`config.mk`:
```
export PLATFORM = sky130hd
export DESIGN_NAME = cycle_sequencer
export DESIGN_NICKNAME = d
export VERILOG_FILES = /design/src/rtl/cycle_sequencer_pkg.sv /design/src/rtl/cycle_sequencer_ring.sv /design/src/rtl/cycle_sequencer.sv
export SDC_FILE = /design/constraint.sdc
export NUM_CORES = 1
export LEC_CHECK = 0
export ABC_AREA = 1
export CORE_MARGIN = 2
export CORE_UTILIZATION = 50
export CTS_CLUSTER_SIZE = 25
export DETAILED_ROUTE_END_ITERATION = 10
export DONT_BUFFER_PORTS = 1
export GPL_TIMING_DRIVEN = 1
export HOLD_SLACK_MARGIN = 0.06
export SLEW_MARGIN = 20
export SYNTH_ARGS = -nofsm -noshare
export SYNTH_HDL_FRONTEND = slang
export SYNTH_SLANG_ARGS = --single-unit
```
`constraint.sdc`:
```
create_clock -name i_Clk -period 3.62 [get_ports i_Clk]
set_input_delay 0.724 -clock i_Clk [delete_from_list [all_inputs] [get_ports i_Clk]]
set_output_delay 0.724 -clock i_Clk [all_outputs]
set_load 0.01 [all_outputs]
```
`src/rtl/cycle_sequencer_pkg.sv`:
```
// Shared control-unit definitions: sequencer widths, one-hot step/cycle constants,
// sequencer state encoding and the one-hot-to-binary helper reused by microcode debug logic.
package cycle_sequencer_pkg;

  localparam int STEP_W  = 4;
  localparam int COUNT_W = 8;

  localparam logic [STEP_W-1:0] T1 = 4'b0001;
  localparam logic [STEP_W-1:0] T2 = 4'b0010;
  localparam logic [STEP_W-1:0] T3 = 4'b0100;
  localparam logic [STEP_W-1:0] T4 = 4'b1000;

  localparam logic [COUNT_W-1:0] M1 = 8'h01;

  typedef enum logic {
    SEQ_RUN  = 1'b0,
    SEQ_HALT = 1'b1
  } seq_state_e;

  // OR-reduction encoder: exact for one-hot input, and an all-zero bus encodes to 0.
  function automatic logic [2:0] onehot_to_bin(input logic [COUNT_W-1:0] oh);
    logic [2:0] idx;
    idx = '0;
    for (int i = 0; i < COUNT_W; i++) begin
      if (oh[i]) idx = idx | 3'(i);
    end
    return idx;
  endfunction

  function automatic logic count_is_legal(input logic [COUNT_W-1:0] count,
                                          input seq_state_e state);
    if (state == SEQ_RUN) return $onehot(count);
    return (count == '0);
  endfunction

endpackage

```
`src/rtl/cycle_sequencer_ring.sv`:
```
// One-hot rotating ring used for the T-step bus; reloads to bit0 on request.
module onehot_ring #(
  parameter int W = 4
) (
  input  logic         i_Clk,
  input  logic         i_Rst_n,
  input  logic         i_En,
  input  logic         i_Load,
  output logic [W-1:0] o_Q
);

  // NOTE: sequential state is assigned with <= so every flop samples pre-edge values.
  always_ff @(posedge i_Clk or negedge i_Rst_n) begin
    if (!i_Rst_n) begin
      o_Q <= W'(1);
    end else if (i_En) begin
      if (i_Load) o_Q <= W'(1);
      else        o_Q <= {o_Q[W-2:0], o_Q[W-1]};
    end
  end

endmodule

```
`src/rtl/cycle_sequencer.sv`:
```
// T-step / M-cycle sequencer for the microcode decoders, with HALT/wake, bus-stall
// freezing, overrun detection and recovery from illegal encodings.
module cycle_sequencer
  import cycle_sequencer_pkg::*;
(
  input  logic               i_Clk,
  input  logic               i_Rst_n,
  input  logic               i_Stall,
  input  logic               i_IR_Fetch,
  input  logic               i_Halt,
  input  logic               i_Wake,
  output logic [STEP_W-1:0]  o_Cycle_Step,
  output logic [COUNT_W-1:0] o_Cycle_Count,
  output logic               o_M_Last,
  output logic               o_Instr_Start,
  output logic [2:0]         o_MCycle_Idx,
  output logic               o_Halted,
  output logic               o_Overrun
);

  logic [STEP_W-1:0]  step;
  logic [COUNT_W-1:0] count;
  seq_state_e         state;
  logic               instr_start;
  logic               overrun;

  logic adv;
  logic boundary;
  logic step_load;
  logic count_legal;

  assign adv         = ~i_Stall;
  assign boundary    = adv & step[STEP_W-1];
  assign step_load   = ~$onehot(step);
  assign count_legal = count_is_legal(count, state);

  onehot_ring #(.W(STEP_W)) u_step_ring (
    .i_Clk   (i_Clk),
    .i_Rst_n (i_Rst_n),
    .i_En    (adv),
    .i_Load  (step_load),
    .o_Q     (step)
  );

  // Start flag is a strict one-clock pulse: it drops even on a stalled clock so a
  // stall on T1 of M1 never stretches it into a second instruction start.
  always_ff @(posedge i_Clk or negedge i_Rst_n) begin
    if (!i_Rst_n) begin
      count       <= M1;
      state       <= SEQ_RUN;
      instr_start <= 1'b1;
      overrun     <= 1'b0;
    end else begin
      instr_start <= 1'b0;
      if (boundary) begin
        if (!count_legal) begin
          count       <= M1;
          state       <= SEQ_RUN;
          instr_start <= 1'b1;
        end else if (state == SEQ_HALT) begin
          if (i_Wake) begin
            state       <= SEQ_RUN;
            count       <= M1;
            instr_start <= 1'b1;
          end
        end else if (i_IR_Fetch) begin
          if (i_Halt && !i_Wake) begin
            state <= SEQ_HALT;
            count <= '0;
          end else begin
            count       <= M1;
            instr_start <= 1'b1;
          end
        end else if (count[COUNT_W-1]) begin
          count   <= M1;
          overrun <= 1'b1;
        end else begin
          count <= count << 1;
        end
      end
    end
  end

  assign o_Cycle_Step  = step;
  assign o_Cycle_Count = count;
  assign o_M_Last      = step[STEP_W-1] & (state != SEQ_HALT);
  assign o_Instr_Start = instr_start;
  assign o_MCycle_Idx  = onehot_to_bin(count);
  assign o_Halted      = (state == SEQ_HALT);
  assign o_Overrun     = overrun;

endmodule

```
==> metrics.cfg <==
[sta]
finalHoldWorstSlack_ns = 0.1212
setup_ws_ns = 0.1704
final.setup.tns_ns = 0
clock.fmax_ghz = 0.2899
maxSlewViolCount = 0
clock_skew_ns = 0.005645
hold_viol_final = 0
rsz0062_at_grt = false
slew_headroom_pct = 71.25
fin_crit_ns = 3.450
setup_violations = 0
period_share_pct = 95.29
tightest_slew_ns = 0.4296

[worst_setup_path]
cp_max_fo = 8
critPathCaptureType = flip-flop
crit_arrival_ns = 3.67
cp.required_ns = 3.84
path_class = reg2reg
cp-start-kind = flip-flop

[synthesis]
synth_top_area_share_pct = 28.04
ys_async_sr_fraction_pct = 100.0
ys.flop_type = dfrtp_1
yosysUniqueCellTypes = 21
syn_nets = 157
synth_warnings = 0
synth.cells.most_frequent = nand2_1 (49), inv_1 (20), nor2_1 (16), dfrtp_1 (12), ha_1 (6)
syn_avg_cell_area_um2 = 7.650
synth-edff-count = 0
ys_seq_elements = 15
syn_area_mm2 = 0.001071
synth_most_common_cell = nand2_1
synth_area_leaders = dfrtp_1 (28%), nand2_1 (17%), fa_1 (9.3%)
synthesis.instances = 140
synth_top_area_cell = dfrtp_1
seq_area_frac_synth_pct = 35.40

[floorplan]
dieArea_mm2 = 0.002528
chipWidth_um = 50.28
rows = 16
ioPinCount = 25
chipHeight_um = 50.28
fp.coreArea_mm2 = 0.001982
initial_utilization_pct = 54.04

[grt]
overflow = 0
grt_pass1_wl_mm = 3.864
first_global_vias = 885
antenna_found_initial = 0
gr-usage-all-layers_pct = 20.37
grt_start_max_net_pins = 16

[cells_and_area]
fill_cells = 188
final_area_mm2 = 0.001152
nets = 163
syn2layout_area_growth_pct = 7.594
multi_input_area_um2 = 610.6
seq_area_um2 = 379.1
layout-drive-gt1-share_pct = 18.62
num_antenna_cells = 0

[clock_tree]
cts_tree = built
clkLatencyLatePin_ns = 0.28
cts_buffers = 3
htree_levels = 1
root_buffer = clkbuf_4
clock-sinks = 15
cts_hold_buf = 0
path_clk_slew_ns = 0.10
cts.path.max_buffers = 2

[placed_design]
port_buffers = 0
gp_congestion = 0.8005
dpl.hpwl_mm = 1.717
pre_cts_ws_ns = 0.09372
dpl_cell_area_mm2 = 0.001112

[pwr]
irDropWorstVdd_mv = 0.3541
total_power_uw = 693.6
total_leakage_power_uw = 0.0006000
powerDensity_mw_per_mm2 = 601.9

[job]
drv_cap = 0

[status]
status = completed

[route]
drtPass1Iterations = 4
wirelength_mm = 2.236
vias_per_cell = 4.831
vias = 831
antenna_left = 0
wl_per_cell_um = 13.00
drc = 0
drt-initial-drc-count = 19

[hold_path]
hp-class = in2async

## flip-flops by register name, summed over array words and instances, names as in the netlist
signal and cells:
o_Cycle_Count 8, o_Halted 1, o_Instr_Start 1, o_Overrun 1, u_step_ring.o_Q 4
## critical path, stage by stage (launching register included)
cell     delay, ns
dfstp_2       0.59
inv_2         0.06
fa_1          0.46
fa_1          0.51
fa_1          0.40
inv_1         0.06
ha_1          0.15
inv_1         0.06
fa_1          0.48
nand3_1       0.09
nor2_2        0.18
nand2_4       0.11
nor2_1        0.10
nand2_1       0.06
nand2_1       0.07
## kinds of logic after synthesis
group / after synthesis / share of synthesized area, %
fa+ha+maj: 11 / 16.36
simple gates: 81 / 34.46
flops: 15 / 35.40
compound gates: 8 / 5.023
buf+inv: 25 / 8.762
## placed cells by master, fill, tap and decap left out, types with 2 or more instances in the layout
cell type   n
ha_1        6
dfstp_2     3
dfrtp_1    12
nor2_1     13
inv_2       6
nand2_4     3
nor2_2      4
nand2_1    49
fa_1        5
nand3_1     5
o21ai_1     3
clkbuf_4    3
inv_1      19
nand2_2     3
a21oi_1     2
## worst paths after layout
check                                          end  slack (ns)        startpoint  cells after the start
min in group i_Clk                o_Cycle_Count[0]        0.52  o_Cycle_Count[0]                      2
worst max-delay path              o_Cycle_Count[4]        0.17  o_Cycle_Count[0]                     14
max in group asynchronous         o_Cycle_Count[0]        3.32           i_Rst_n                      0
worst min-delay path            u_step_ring.o_Q[1]        0.12           i_Rst_n                      0
worst max register to register    o_Cycle_Count[4]        0.17  o_Cycle_Count[0]                     14
worst min register to register    o_Cycle_Count[0]        0.52  o_Cycle_Count[0]                      2
## repair_timing
item | 4_1_cts | 5_1_grt
endpoints found under the setup margin | 0 | 10
resized for setup | 0 | 5
buffers inserted | 0 | 0
## power by group
part / internal [uW] / leakage (uW) / switching, uW
Sequential: 210 / 0.000192 / 56.5
Clock: 41.0 / 0.0000177 / 55.3
Combinational: 120 / 0.000390 / 211
Total: 371 / 0.000600 / 323
## cell type report
class / instances / share of cell area, %
multi-input cells: 100 / 52.99
flip-flops and latches: 15 / 32.90
inverters: 25 / 8.143
well taps: 27 / 2.932
clock buffers: 3 / 1.954
repair buffers: 1 / 0.6515
clock inverters: 1 / 0.4343
## layer usage
layer / track usage [%] / vias to the layer above / wire length (um)
li1: - / 434 / -
met1: 28.79 / 375 / 1119
met2: 31.36 / 22 / 1005
met3: 4.464 / 0 / 111
met4: 5.556 / 0 / 0
met5: 0 / - / 0
## metrics by stage
step | util, % | std cells
after floorplan | - | 140
final | 58.14 | 172
after detailed placement | 56.12 | 168
after CTS | 57.51 | 172
after global routing | 58.14 | 172
after global placement | 56.12 | 168
No activity file was read; power rests on OpenSTA's default activity.
